File: src/rtl/audio_pkg.sv
// Shared sample-frame type, slot geometry and a ceil-log2 helper for the I2S transmit path.
package audio_pkg;
  localparam int AUD_BIT_DEPTH = 24;
  localparam int SLOT_BITS     = 32;
  localparam int FRAME_BITS    = 64;

  typedef struct packed {
    logic signed [AUD_BIT_DEPTH-1:0] l;
    logic signed [AUD_BIT_DEPTH-1:0] r;
  } aud_frame_t;

  function automatic int clogb2(input int value);
    int w;
    w = 0;
    while ((1 << w) < value) w++;
    return w;
  endfunction
endpackage

File: src/rtl/aud_frame_fifo.sv
// Register FIFO of stereo frames; head is visible combinationally, level is registered.
// A push into a full FIFO is accepted only when a pop frees the slot in the same cycle.
module aud_frame_fifo
  import audio_pkg::*;
#(
  parameter int FIFO_DEPTH = 4,
  parameter int F_WIDTH    = clogb2(FIFO_DEPTH)
) (
  input  logic             clk,
  input  logic             rst_n,
  input  logic             push,
  input  logic             pop,
  input  aud_frame_t       wdata,
  output aud_frame_t       rdata,
  output logic             full,
  output logic             empty,
  output logic [F_WIDTH:0] level
);
  logic [F_WIDTH:0] wr_ptr, rd_ptr, wr_nxt, rd_nxt;
  logic             do_push, do_pop;
  aud_frame_t       mem [FIFO_DEPTH];

  // Extra pointer MSB distinguishes full from empty when the indices match.
  assign empty   = (wr_ptr == rd_ptr);
  assign full    = (wr_ptr[F_WIDTH] != rd_ptr[F_WIDTH]) &&
                   (wr_ptr[F_WIDTH-1:0] == rd_ptr[F_WIDTH-1:0]);
  assign do_pop  = pop && !empty;
  assign do_push = push && (!full || do_pop);
  assign wr_nxt  = wr_ptr + (F_WIDTH+1)'(do_push);
  assign rd_nxt  = rd_ptr + (F_WIDTH+1)'(do_pop);
  assign rdata   = mem[rd_ptr[F_WIDTH-1:0]];

  always_ff @(posedge clk or negedge rst_n) begin
    if (!rst_n) begin
      wr_ptr <= '0;
      rd_ptr <= '0;
      level  <= '0;
    end else begin
      wr_ptr <= wr_nxt;
      rd_ptr <= rd_nxt;
      level  <= wr_nxt - rd_nxt;
    end
  end

  always_ff @(posedge clk) begin
    if (do_push) mem[wr_ptr[F_WIDTH-1:0]] <= wdata;
  end
endmodule

File: src/rtl/i2s_tx_serializer.sv
// Buffers mixer frames and serializes them as an I2S master (bclk/lrck/sdata), MSB first.
// Define AUD_LEFT_JUSTIFIED_EN for left-justified slots; default is standard I2S (MSB one bclk after lrck).
module i2s_tx_serializer
  import audio_pkg::*;
#(
  parameter int AUD_BIT_DEPTH = audio_pkg::AUD_BIT_DEPTH,
  parameter int FIFO_DEPTH    = 4,
  parameter int F_WIDTH       = clogb2(FIFO_DEPTH),
  parameter int BCLK_HALF     = 8
) (
  input  logic                     reg_clk,
  input  logic                     reset_n,
  input  logic [AUD_BIT_DEPTH-1:0] lsound_in,
  input  logic [AUD_BIT_DEPTH-1:0] rsound_in,
  input  logic                     sample_valid,
  input  logic                     status_clr,
  output logic                     i2s_bclk,
  output logic                     i2s_lrck,
  output logic                     i2s_sdata,
  output logic [F_WIDTH:0]         fifo_level,
  output logic                     overrun,
  output logic                     underrun
);
  localparam int DIV_W = (clogb2(BCLK_HALF) < 1) ? 1 : clogb2(BCLK_HALF);
  localparam logic [DIV_W-1:0] DIV_LAST = DIV_W'(BCLK_HALF - 1);

  logic [DIV_W-1:0] div_cnt;
  logic [5:0]       bit_cnt, bit_nxt;
  logic             div_wrap, fall, boundary, pop, fifo_full, fifo_empty;
  logic             set_ovr, set_udr;
  aud_frame_t       hold_frame, head_frame, tx_frame, push_frame;

  assign div_wrap   = (div_cnt == DIV_LAST);
  assign fall       = div_wrap && i2s_bclk;
  assign bit_nxt    = bit_cnt + 6'd1;
  assign boundary   = fall && (bit_nxt == 6'd0);
  assign pop        = boundary && !fifo_empty;
  // The frame popped at a boundary drives that same fall event (its pos 0).
  assign tx_frame   = pop ? head_frame : hold_frame;
  assign push_frame = '{l: lsound_in, r: rsound_in};
  assign set_ovr    = sample_valid && fifo_full && !pop;
  assign set_udr    = boundary && fifo_empty;

  function automatic logic slot_bit(input aud_frame_t f, input logic [5:0] bc);
    logic [AUD_BIT_DEPTH-1:0] s;
    int                       pos;
    s        = bc[5] ? f.r : f.l;
    pos      = int'(bc[4:0]);
    slot_bit = 1'b0;
`ifdef AUD_LEFT_JUSTIFIED_EN
    if (pos < AUD_BIT_DEPTH) slot_bit = s[5'(AUD_BIT_DEPTH - 1 - pos)];
`else
    if (pos >= 1 && pos <= AUD_BIT_DEPTH) slot_bit = s[5'(AUD_BIT_DEPTH - pos)];
`endif
  endfunction

  aud_frame_fifo #(
    .FIFO_DEPTH (FIFO_DEPTH),
    .F_WIDTH    (F_WIDTH)
  ) u_fifo (
    .clk   (reg_clk),
    .rst_n (reset_n),
    .push  (sample_valid),
    .pop   (pop),
    .wdata (push_frame),
    .rdata (head_frame),
    .full  (fifo_full),
    .empty (fifo_empty),
    .level (fifo_level)
  );

  always_ff @(posedge reg_clk or negedge reset_n) begin
    if (!reset_n) begin
      div_cnt    <= '0;
      i2s_bclk   <= 1'b0;
      i2s_lrck   <= 1'b1;
      i2s_sdata  <= 1'b0;
      bit_cnt    <= 6'd63;
      hold_frame <= '0;
      overrun    <= 1'b0;
      underrun   <= 1'b0;
    end else begin
      div_cnt <= div_wrap ? '0 : div_cnt + DIV_W'(1);
      if (div_wrap) i2s_bclk <= !i2s_bclk;
      // lrck/sdata move only on the falling bclk so the codec samples stable data on the rise.
      if (fall) begin
        bit_cnt   <= bit_nxt;
        i2s_lrck  <= bit_nxt[5];
        i2s_sdata <= slot_bit(tx_frame, bit_nxt);
      end
      if (pop) hold_frame <= head_frame;
      overrun  <= set_ovr | (overrun  & ~status_clr);
      underrun <= set_udr | (underrun & ~status_clr);
    end
  end
endmodule

File: config.mk
export PLATFORM = sky130hd
export DESIGN_NAME = i2s_tx_serializer
export DESIGN_NICKNAME = d
export VERILOG_FILES = /design/src/rtl/audio_pkg.sv /design/src/rtl/aud_frame_fifo.sv /design/src/rtl/i2s_tx_serializer.sv
export SDC_FILE = /design/constraint.sdc
export NUM_CORES = 1
export LEC_CHECK = 0
export ABC_AREA = 1
export BUFFER_PORTS_ARGS = -buffer_cell sky130_fd_sc_hd__buf_2
export CAP_MARGIN = 25
export CORE_ASPECT_RATIO = 1.5
export CORE_MARGIN = 3
export CORE_UTILIZATION = 65
export DETAILED_ROUTE_END_ITERATION = 12
export GPL_ROUTABILITY_DRIVEN = 0
export PLACE_DENSITY_LB_ADDON = 0.1
export SKIP_LAST_GASP = 1
export SLEW_MARGIN = 0
export SYNTH_ARGS = -nofsm -noshare
export SYNTH_HDL_FRONTEND = slang
export SYNTH_SLANG_ARGS = --single-unit
File: constraint.sdc
create_clock -name reg_clk -period 10.7 [get_ports reg_clk]
set_input_delay 1.07 -clock reg_clk [delete_from_list [all_inputs] [get_ports reg_clk]]
set_output_delay 1.07 -clock reg_clk [all_outputs]
set_load 0.1 [all_outputs]
==> results.ini, run 1 <==
[floorplanning]
floorplan.initialDensity_pct=67.4
die-area_mm2=0.0187
die_height_um=166
ioPinCount=60
core_region_area_mm2=0.0165
die_x_um=113
row_count=57

[pwr]
worst_vdd_rail_ir_drop_v=0.000170
p_per_area_mw_per_mm2=203
leakagePower_nw=5.44

[clocking]
cts-buffers-inserted=23
cts.clk_slew.worst_paths_ns=0.07
ctsResizeCount=0
cts_max_path_buffers=3
postCtsSetupRepairBufs=0
cts_max_level=1
clock-sinks=262
postCtsHoldBufs=0
cts.root.buffer_cell=sky130_fd_sc_hd__clkbuf_16
insertion_delay_ns=0.51
cts_tree=built

[setup_path]
path_delay_family=buffers and inverters
critical_path.most_common_cell=sky130_fd_sc_hd__ha_1
reg2reg_to=u_fifo.level[2]$_DFF_PN0_
worstSetupPathType=flip-flop to flip-flop
timing.critical_path.from_type=flip-flop
cp_slowest_cell=sky130_fd_sc_hd__inv_2
crit_chain=ha_1, nand4_1, nand2_1, nand2_1, inv_2, nand3_4, inv_2, ha_1, ha_1, inv_1, fa_1, xnor2_1, xor2_1
critPathMaxFanout=47
worstPathBufferInverterCount=3
rrSetupSlack_ns=6.00
reg2regPathDepth=13
crit_path_max_incr_delay_ns=0.73
crit_path_end_kind=flip-flop
r2r_start=bit_cnt[3]$_DFFE_PN1N_
critPathRequiredTime_ns=11.13
arrival_ns=5.13

[sta]
finalSetupTns_ns=0
setup_repair_after_global_routing_missed_its_margin=false
count_of_endpoints_failing_setup_in_the_final_report=0
maxSlewHeadroom_pct=40.4
final.period_utilization_pct=43.9
slew_at_the_pin_closest_to_its_max_slew_limit_ns=0.893
timing.clock.skew_ns=0.0126
fin_hold_ws_ns=0.440
fmax_ghz=0.213
final-hold-violation-count=0
finalCriticalPeriod_ns=4.70
report.final.slew_viol_count=0

[grt]
first_global_vias=7372
antenna_violations_before_repair=0
grt_start_max_net_pins=71
grt.overflow.total=0
grt_usage_pct=24.3
grt_first_pass_wirelength_um=36600

[logic_synthesis]
netlist_instances=1057
synth_area_per_cell_um2=10.5
ys_types=31
syn_nets=1120
yosysWarningCount=0
ys_ff_latch=262
syn-cell-area_mm2=0.0111
synth-seq-area-share_pct=67.7

[cells_and_area]
filler_free_cell_count_of_the_finished_design=1327
post-route-cell-area_mm2=0.0124
synthToLayoutAreaGrowth_pct=11.5
filler_cell_count=1141
num-nets-final=1167
antenna-diode-count=0
mostFrequentLayoutCell=sky130_fd_sc_hd__nand2_1
drive_gt1_share_pct=12.2
layout.cells.most_common_list=sky130_fd_sc_hd__nand2_1, sky130_fd_sc_hd__edfxtp_1, sky130_fd_sc_hd__inv_1

[min_path]
worst_hold_startpoint=div_cnt[0]$_DFF_PN0_
hold_depth=1
min-delay-path-class=flip-flop to flip-flop
end_point_of_the_worst_hold_path=div_cnt[0]$_DFF_PN0_

[detailed_routing]
wl_per_cell_um=16.8
drc=0
totalWireLength_um=22300
detail_route.vias_per_cell=5.53
number_of_detailed_route_iterations_in_the_first_pass=7
detailroute.via_count=7344
antenna_violating_nets_post_route=0
drt_iter0_drc=557

[place]
placement.cell_area_mm2=0.0116
placed_cells=1285
hpwl_um=13600
place.port_buffers=59

[run_status]
run_status=complete, no violations

[run]
maxCapViolations=0

worst reg2reg max path, delay by kind of cell (launching register included):
kind                       cells  cell delay, ns
DFF                            1            0.58
xor gates and xnor gates       2            0.37
buffers and inverters          3            1.43
adders and majority gates      4            1.03
and+or+nand+nor                4            1.22
layout make-up:
type	instances	area (um2)	area share, %
inverters	140	526	4.24
repair buffers	71	385	3.11
clock inverters	10	210	1.70
clock buffers	32	629	5.08
multi-input cells	606	2860	23.1
flip-flops and latches	262	7530	60.7
well taps	206	258	2.08
synth_stat cells, drive strengths merged:
cell / n / area share, %
buf: 11 / 0.71
xnor2: 4 / 0.32
a32o: 1 / 0.090
clkbuf: 38 / 1.3
nand2: 243 / 8.4
edfxtp: 192 / 52
nand4: 19 / 1.1
dfstp: 6 / 1.4
nand3: 36 / 1.8
ha: 10 / 1.1
o22ai: 31 / 1.7
clkinv: 1 / 0.034
inv: 139 / 4.7
o21ai: 116 / 5.2
xor2: 5 / 0.39
nor2: 126 / 4.5
a21oi: 1 / 0.045
and2: 7 / 0.39
dfrtp: 64 / 14
nor3: 4 / 0.18
o21a: 2 / 0.14
fa: 1 / 0.18
worst max path at each step:
stage          slack (ns)                         end  cells after the start                   start
2_1_floorplan        4.80  u_fifo.mem[2][0]$_DFFE_PP_                      9    i2s_bclk$_DFFE_PN0N_
3_3_place_gp         6.23   u_fifo.level[2]$_DFF_PN0_                     13  bit_cnt[3]$_DFFE_PN1N_
3_5_place_dp         6.05   u_fifo.level[2]$_DFF_PN0_                     13  bit_cnt[3]$_DFFE_PN1N_
4_1_cts              6.00   u_fifo.level[2]$_DFF_PN0_                     13  bit_cnt[3]$_DFFE_PN1N_
5_1_grt              5.58   u_fifo.level[2]$_DFF_PN0_                     13  bit_cnt[3]$_DFFE_PN1N_
6_report             6.00   u_fifo.level[2]$_DFF_PN0_                     13  bit_cnt[3]$_DFFE_PN1N_
registers in the layout, summed over array words and instances (netlist names):
signal         cells
hold_frame        48
i2s_bclk           1
u_fifo.wr_ptr      3
u_fifo.level       3
div_cnt            3
underrun           1
bit_cnt            5
i2s_lrck           1
u_fifo.mem       192
overrun            1
u_fifo.rd_ptr      3
i2s_sdata          1
per-stage QoR:
stage               util [%]  setup WS (ns)  power, mW
global placement        70.1           6.23       1.61
detailed placement      70.1           6.05       1.62
CTS                     75.2           6.00       2.53
global route            75.2           5.58       2.61
floorplan                  -           4.80       1.52
finish                  75.2           6.00       2.51
logic make-up (layout without fill, tap and decap cells):
logic type / after synthesis / after routing / synth area share (%)
buffers and inverters: 189 / 253 / 6.72
AND/OR/NAND/NOR: 435 / 435 / 16.3
XOR/XNOR: 9 / 9 / 0.709
AO/OA/AOI/OAI: 151 / 151 / 7.24
flip-flops: 262 / 262 / 67.7
adder cells (fa/ha/maj): 11 / 11 / 1.31
where the power goes:
group	switching, mW	internal (mW)
clock	0.349	0.559
combinational	0.234	0.0612
sequential	0.0393	1.27
layer usage:
layer / global-route usage [%] / up-vias / wire length, um
met3: 3.14 / 59 / 1090
met2: 42.5 / 193 / 11800
li1: - / 3594 / -
met1: 30.7 / 3498 / 8620
met5: 0 / - / 0
met4: 9.47 / 0 / 788
Note: power is estimated with default switching activity, not from simulation.
==> run 2: changes to the inputs <==
--- a/config.mk
+++ b/config.mk
@@ -10,7 +10,7 @@
 export CAP_MARGIN = 25
 export CORE_ASPECT_RATIO = 1.5
 export CORE_MARGIN = 3
-export CORE_UTILIZATION = 65
+export CORE_UTILIZATION = 55
 export DETAILED_ROUTE_END_ITERATION = 12
 export GPL_ROUTABILITY_DRIVEN = 0
 export PLACE_DENSITY_LB_ADDON = 0.1
==> constraint.sdc (replaced) <==
create_clock -name reg_clk -period 4.1 [get_ports reg_clk]
set_input_delay 0.41 -clock reg_clk [delete_from_list [all_inputs] [get_ports reg_clk]]
set_output_delay 0.41 -clock reg_clk [all_outputs]
set_load 0.1 [all_outputs]
==> results.ini, run 2 (same netlist as run 1, synthesis figures left out) <==
[sta]
fmax_ghz=0.285  ; +34%
finalCriticalPeriod_ns=3.51  ; -1.19 ns
slew_at_the_pin_closest_to_its_max_slew_limit_ns=0.971  ; +0.0778 ns
count_of_endpoints_failing_setup_in_the_final_report=0  ; unchanged
setup_repair_after_global_routing_missed_its_margin=false
timing.clock.skew_ns=0.0103  ; -0.00223 ns
final-hold-violation-count=0  ; unchanged
maxSlewHeadroom_pct=35.2  ; -5.3 points
finalSetupTns_ns=0  ; unchanged
report.final.slew_viol_count=0  ; unchanged
final.period_utilization_pct=85.7  ; +42 points

[detailed_routing]
detailroute.via_count=7189  ; -2.1%
drt_iter0_drc=444  ; -20%
number_of_detailed_route_iterations_in_the_first_pass=7  ; unchanged
detail_route.vias_per_cell=5.16  ; -6.7%
drc=0  ; unchanged
wl_per_cell_um=15.8  ; -6.3%
antenna_violating_nets_post_route=0  ; unchanged
totalWireLength_um=21900  ; -1.6%

[pwr]
share_seq_of_total_power_pct=53.6  ; +1.5 points
total_power_mw=6.36  ; +150%
power_report.internal_total_mw=4.72  ; +150%
clockPowerShare_pct=33.9  ; -2.2 points
net-switching-power_mw=1.64  ; +160%
power.combinational.fraction_pct=12.4  ; +0.6 points
power.switching_fraction_pct=25.8  ; +0.96 points
worst_vdd_rail_ir_drop_v=0.000398  ; +130%
leakagePower_nw=5.48  ; +0.64%
p_per_area_mw_per_mm2=508  ; +150%

[cells_and_area]
seq_area_mm2=0.00753  ; unchanged
filler_cell_count=1628  ; +43%
num-nets-final=1177  ; +0.86%
layout.cells.most_common_list=sky130_fd_sc_hd__nand2_1, sky130_fd_sc_hd__edfxtp_1, sky130_fd_sc_hd__inv_1
synthToLayoutAreaGrowth_pct=12.6
drive_gt1_share_pct=12.7  ; +0.50 points
mostFrequentLayoutCell=sky130_fd_sc_hd__nand2_1
largest_register_ffs=192  ; unchanged
multi_input_area_mm2=0.00289  ; +0.88%

[setup_path]
crit_path_end_kind=flip-flop
worstSetupPathType=flip-flop to flip-flop
crit_chain=ha_1, inv_1, nand2_1, nand2_2, nor2_4, nand2_2, nor2_8, nand2_1, nand2_1, nand2_1, inv_1, ha_1, inv_1, ha_1, inv_1, fa_1, xnor2_1, xor2_1
critPathRequiredTime_ns=4.54  ; -6.59 ns
timing.critical_path.from_type=flip-flop
r2r_start=bit_cnt[0]$_DFFE_PN1N_
critPathMaxFanout=18  ; -62%
rrSetupSlack_ns=0.59  ; -5.41 ns
cp_slowest_cell=sky130_fd_sc_hd__dfstp_2
reg2regPathDepth=18  ; +5
reg2reg_to=u_fifo.level[2]$_DFF_PN0_
crit_path_max_incr_delay_ns=0.66  ; -0.07 ns
arrival_ns=3.95  ; -1.18 ns

[floorplanning]
row_count=63  ; +11%
floorplan.initialDensity_pct=56.2  ; -11 points
die_x_um=122  ; +8.2%
ioPinCount=60  ; unchanged
die_height_um=180  ; +8.4%
die-area_mm2=0.0220  ; +17%
core_region_area_mm2=0.0198  ; +20%

[grt]
use_met3_pct=2.39  ; -0.75 points
grt_first_pass_wirelength_um=36300  ; -0.89%
grt_start_max_net_pins=63  ; -11%
use_met1_pct=25.7  ; -4.9 points
grt_usage_pct=20.8  ; -3.5 points
first_global_vias=7269  ; -1.4%
antenna_violations_before_repair=1  ; +1
busiest_layer=met2
grt.overflow.total=0  ; unchanged
grt_util_met2_pct=37.8  ; -4.7 points

[clocking]
clock-sinks=262  ; unchanged
cts.root.buffer_cell=sky130_fd_sc_hd__clkbuf_16
cts.clk_slew.worst_paths_ns=0.07  ; about the same
cts_max_path_buffers=3  ; unchanged
cts_max_level=1  ; unchanged
ctsResizeCount=0  ; unchanged
insertion_delay_ns=0.52  ; about the same
cts_tree=built
cts-buffers-inserted=24  ; +4.3%

[min_path]
worst_hold_startpoint=rsound_in[15]
hold_depth=1  ; unchanged
min-delay-path-class=primary input to flip-flop
end_point_of_the_worst_hold_path=u_fifo.mem[3][15]$_DFFE_PP_

[run]
maxCapViolations=0  ; unchanged

[run_status]
run_status=complete, no violations

[place]
hpwl_um=14300  ; +5.1%
place.port_buffers=59  ; unchanged

-- run 2: cell count changes in the layout (fill, tap and decap cells not counted), moves of 2 or more --
cell | before | now
sky130_fd_sc_hd__nor3_4 | 0 | 4
sky130_fd_sc_hd__nor3_2 | 4 | 0
sky130_fd_sc_hd__clkinv_1 | 1 | 3
sky130_fd_sc_hd__clkbuf_16 | 23 | 25
sky130_fd_sc_hd__buf_4 | 12 | 19
sky130_fd_sc_hd__bufinv_16 | 6 | 1
sky130_fd_sc_hd__clkinv_2 | 1 | 4
sky130_fd_sc_hd__inv_6 | 2 | 0
-- run 2: layer usage --
metal	wire length [um]	part of all wire (%)
met1	8710	40
met2	11800	54
met3	800	3.6
met4	621	2.8
met5	0	0
-- run 2: power by group through the flow --
stage	registers [mW]	clock network, mW	logic (mW)
6_report	3.41	2.16	0.791
5_1_grt	3.44	2.32	0.874
4_1_cts	3.41	2.20	0.811
3_5_place_dp	3.47	0	0.808
3_3_place_gp	3.45	0	0.797
2_1_floorplan	3.60	0	0.358
-- run 2: critical path, delay by kind of cell, from the launching register on --
kind          cells  cell delay [ns]
simple gates      8             1.04
flops             1             0.66
buf+inv           4             0.30
xor+xnor          2             0.41
fa+ha+maj         4             1.02
-- run 2: metrics by stage --
step / util (%) / area [um2] / instances / setup slack [ns] / hold slack (ns)
floorplan: - / 11100 / 1057 / -0.370 / 0.114
CTS: 63.1 / 12500 / 1390 / 0.573 / 0.0729
global placement: 59.1 / 11700 / 1346 / 0.732 / 0.420
detailed placement: 59.1 / 11700 / 1346 / 0.587 / 0.440
global route: 63.2 / 12500 / 1393 / 0.270 / 0.0890
finish: 63.2 / 12500 / 1393 / 0.586 / 0.102
-- run 2: timing repair --
action	CTS	global route
buffers inserted	0	0
endpoints found under the hold margin	0	40
hold buffers	0	1
-- run 2: layout make-up --
class	instances	area share, %
diodes	1	0.0200
clock buffers	35	5.54
clock inverters	9	0.660
inverters	140	4.20
multi-input cells	606	23.1
flip-flops and latches	262	60.2
well taps	260	2.60
repair buffers	80	3.74
-- run 2: worst max-delay path by stage --
stage	endpoint	slack, ns	start	cells after the start
5_1_grt	u_fifo.level[2]$_DFF_PN0_	0.27	bit_cnt[0]$_DFFE_PN1N_	18
4_1_cts	u_fifo.level[2]$_DFF_PN0_	0.57	bit_cnt[0]$_DFFE_PN1N_	18
3_3_place_gp	u_fifo.level[2]$_DFF_PN0_	0.73	bit_cnt[0]$_DFFE_PN1N_	18
6_report	u_fifo.level[2]$_DFF_PN0_	0.59	bit_cnt[0]$_DFFE_PN1N_	18
3_5_place_dp	u_fifo.level[2]$_DFF_PN0_	0.59	bit_cnt[0]$_DFFE_PN1N_	18
2_1_floorplan	u_fifo.mem[0][0]$_DFFE_PP_	-0.37	i2s_bclk$_DFFE_PN0N_	9
==> run 3: changes to the inputs <==
--- a/config.mk
+++ b/config.mk
@@ -13,6 +13,7 @@
 export CORE_UTILIZATION = 55
 export DETAILED_ROUTE_END_ITERATION = 12
 export GPL_ROUTABILITY_DRIVEN = 0
+export GPL_TIMING_DRIVEN = 0
 export PLACE_DENSITY_LB_ADDON = 0.1
 export SKIP_LAST_GASP = 1
 export SLEW_MARGIN = 0
==> results.ini, run 3 (same netlist as run 1, synthesis figures left out) <==
[run_status]
run_status=complete, no violations

[clocking]
cts_tree=built
cts_max_path_buffers=3  ; unchanged
cts.root.buffer_cell=sky130_fd_sc_hd__clkbuf_16
postCtsHoldBufs=0  ; unchanged
clock-sinks=262  ; unchanged
insertion_delay_ns=0.53  ; about the same
cts.clk_slew.worst_paths_ns=0.06  ; about the same
postCtsSetupRepairBufs=0  ; unchanged
cts_max_level=1  ; unchanged
cts-buffers-inserted=25  ; +4.2%
ctsResizeCount=0  ; unchanged

[setup_path]
arrival_ns=4.04  ; +0.09 ns
critical_path.most_common_cell=sky130_fd_sc_hd__nand2_1
crit_path_end_kind=flip-flop
crit_path_max_incr_delay_ns=0.83  ; +0.17 ns
worstSetupPathType=flip-flop to flip-flop
path_delay_family=simple AND/OR/NAND/NOR gates
crit_chain=ha_1, nand4_1, nand2_1, nand2_1, inv_2, clkbuf_1, nand2_1, nand2_1, nand2_1, nor3_4, buf_16, buf_8
cp_slowest_cell=sky130_fd_sc_hd__nor3_4
worstPathBufferInverterCount=4  ; unchanged
timing.critical_path.from_type=flip-flop
critPathRequiredTime_ns=4.34  ; -0.20 ns
critPathMaxFanout=16  ; -2

[pwr]
leakagePower_nw=5.59  ; +2.1%
share_seq_of_total_power_pct=51.6  ; -2.0 points
clockPowerShare_pct=34.1  ; +0.2 points
net-switching-power_mw=1.70  ; +3.5%
power.combinational.fraction_pct=14.2  ; +1.8 points
power_report.internal_total_mw=4.91  ; +3.9%
worst_vdd_rail_ir_drop_v=0.000436  ; +9.6%
p_per_area_mw_per_mm2=513  ; +0.93%
total_power_mw=6.60  ; +3.8%
power.switching_fraction_pct=25.7  ; -0.070 points

[cells_and_area]
layout.cells.most_common_list=sky130_fd_sc_hd__nand2_1, sky130_fd_sc_hd__edfxtp_1, sky130_fd_sc_hd__inv_1
filler_cell_count=1602  ; -1.6%
num-nets-final=1218  ; +3.5%
drive_gt1_share_pct=12.4  ; -0.28 points
synthToLayoutAreaGrowth_pct=15.8
final_core_utilization_pct=65.0  ; +1.8 points
largest_register_ffs=192  ; unchanged
seq_area_mm2=0.00752  ; about the same
antenna-diode-count=0  ; -1
mostFrequentLayoutCell=sky130_fd_sc_hd__nand2_1
multi_input_area_mm2=0.00289  ; unchanged

[floorplanning]
row_count=63  ; unchanged
die_height_um=180  ; unchanged
core_region_area_mm2=0.0198  ; unchanged
floorplan.initialDensity_pct=56.2  ; unchanged
ioPinCount=60  ; unchanged
die_x_um=122  ; unchanged
die-area_mm2=0.0220  ; unchanged

[detailed_routing]
wl_per_cell_um=16.7  ; +6.1%
number_of_detailed_route_iterations_in_the_first_pass=6  ; -1
detailroute.via_count=7438  ; +3.5%
drt_iter0_drc=482  ; +8.6%
detail_route.vias_per_cell=5.19  ; +0.51%
drc=0  ; unchanged
totalWireLength_um=24000  ; +9.2%
antenna_violating_nets_post_route=0  ; unchanged

[sta]
finalSetupTns_ns=0  ; unchanged
setup_repair_after_global_routing_missed_its_margin=false
final-hold-violation-count=0  ; unchanged
final.period_utilization_pct=92.6  ; +6.9 points
slew_at_the_pin_closest_to_its_max_slew_limit_ns=0.983  ; +0.0122 ns
finalCriticalPeriod_ns=3.79  ; +0.281 ns
fmax_ghz=0.264  ; -7.4%
timing.final.ws_setup_ns=0.305  ; -0.281 ns
count_of_endpoints_failing_setup_in_the_final_report=0  ; unchanged
report.final.slew_viol_count=0  ; unchanged
fin_hold_ws_ns=0.0109  ; -0.0911 ns
maxSlewHeadroom_pct=34.2  ; -0.95 points
timing.clock.skew_ns=0.0221  ; +0.0118 ns

[place]
place_ws_ns=0.295  ; -0.292 ns
hpwl_um=17100  ; +19%
place.port_buffers=59  ; unchanged

[grt]
antenna_violations_before_repair=0  ; -1
first_global_vias=7477  ; +2.9%
grt.overflow.total=0  ; unchanged
grt_usage_pct=22.4  ; +1.6 points
grt_first_pass_wirelength_um=38600  ; +6.3%
grt_start_max_net_pins=71  ; +13%

[run]
maxCapViolations=0  ; unchanged

[min_path]
min-delay-path-class=primary input to async pin

-- run 3: cell types whose count changed in the layout (fill, tap and decap cells not counted), moves of 3 or more --
cell,delta
sky130_fd_sc_hd__buf_6,+3
sky130_fd_sc_hd__buf_16,+8
sky130_fd_sc_hd__buf_4,-16
sky130_fd_sc_hd__clkbuf_1,+39
sky130_fd_sc_hd__buf_8,+4
sky130_fd_sc_hd__buf_2,+5
-- run 3: worst paths after layout --
kind	from	endpoint	slack [ns]	depth (start not counted)
worst max-delay path	bit_cnt[3]$_DFFE_PN1N_	u_fifo.mem[0][12]$_DFFE_PP_	0.31	12
worst min-delay path	reset_n	u_fifo.wr_ptr[2]$_DFF_PN0_	0.01	1
worst max register to register	bit_cnt[3]$_DFFE_PN1N_	u_fifo.mem[0][12]$_DFFE_PP_	0.31	12
worst min register to register	div_cnt[0]$_DFF_PN0_	div_cnt[0]$_DFF_PN0_	0.43	1
max in group asynchronous	reset_n	hold_frame[24]$_DFF_PN0_	3.51	1
min in group reg_clk	lsound_in[8]	u_fifo.mem[0][32]$_DFFE_PP_	0.09	1
-- run 3: stage by stage --
stage	cells	instance area (um2)
after global placement	1376	11800
after global routing	1434	12900
after floorplan	1057	11100
after detailed placement	1388	12100
final	1434	12900
after CTS	1434	12900
-- run 3: layout make-up --
type / count / share of cell area [%]
Tap cell: 260 / 2.53
Timing Repair Buffer: 71 / 4.49
Buffer: 49 / 1.72
Multi-Input combinational cell: 606 / 22.4
Inverter: 140 / 4.08
Clock buffer: 36 / 5.42
Sequential cell: 262 / 58.5
Clock inverter: 10 / 0.856
-- run 3: worst register-to-register path: cells and delay by family (launching register included) --
family / cells / cell delay [ns]
and+or+nand+nor: 7 / 1.70
buffers and inverters: 4 / 1.04
DFF: 1 / 0.57
adders and majority gates: 1 / 0.20
-- run 3: metal layers --
layer  track usage [%]  vias up  part of all wire, %  wire [um]
met5                 0        -                    0          0
met4              6.10        0                  2.4        579
met3              2.67       43                  3.8        907
met2              41.5      139                   55      13100
met1              27.3     3569                   39       9360
li1                  -     3687                    -          -
-- run 3: power groups by stage --
| stage | Clock (mW) | Combinational [mW] | Sequential [mW] |
|---|---|---|---|
| 6_report | 2.25 | 0.938 | 3.41 |
| 5_1_grt | 2.41 | 1.02 | 3.44 |
| 4_1_cts | 2.29 | 0.959 | 3.41 |
| 3_5_place_dp | 0 | 0.956 | 3.46 |
| 3_3_place_gp | 0 | 0.743 | 3.50 |
| 2_1_floorplan | 0 | 0.358 | 3.60 |
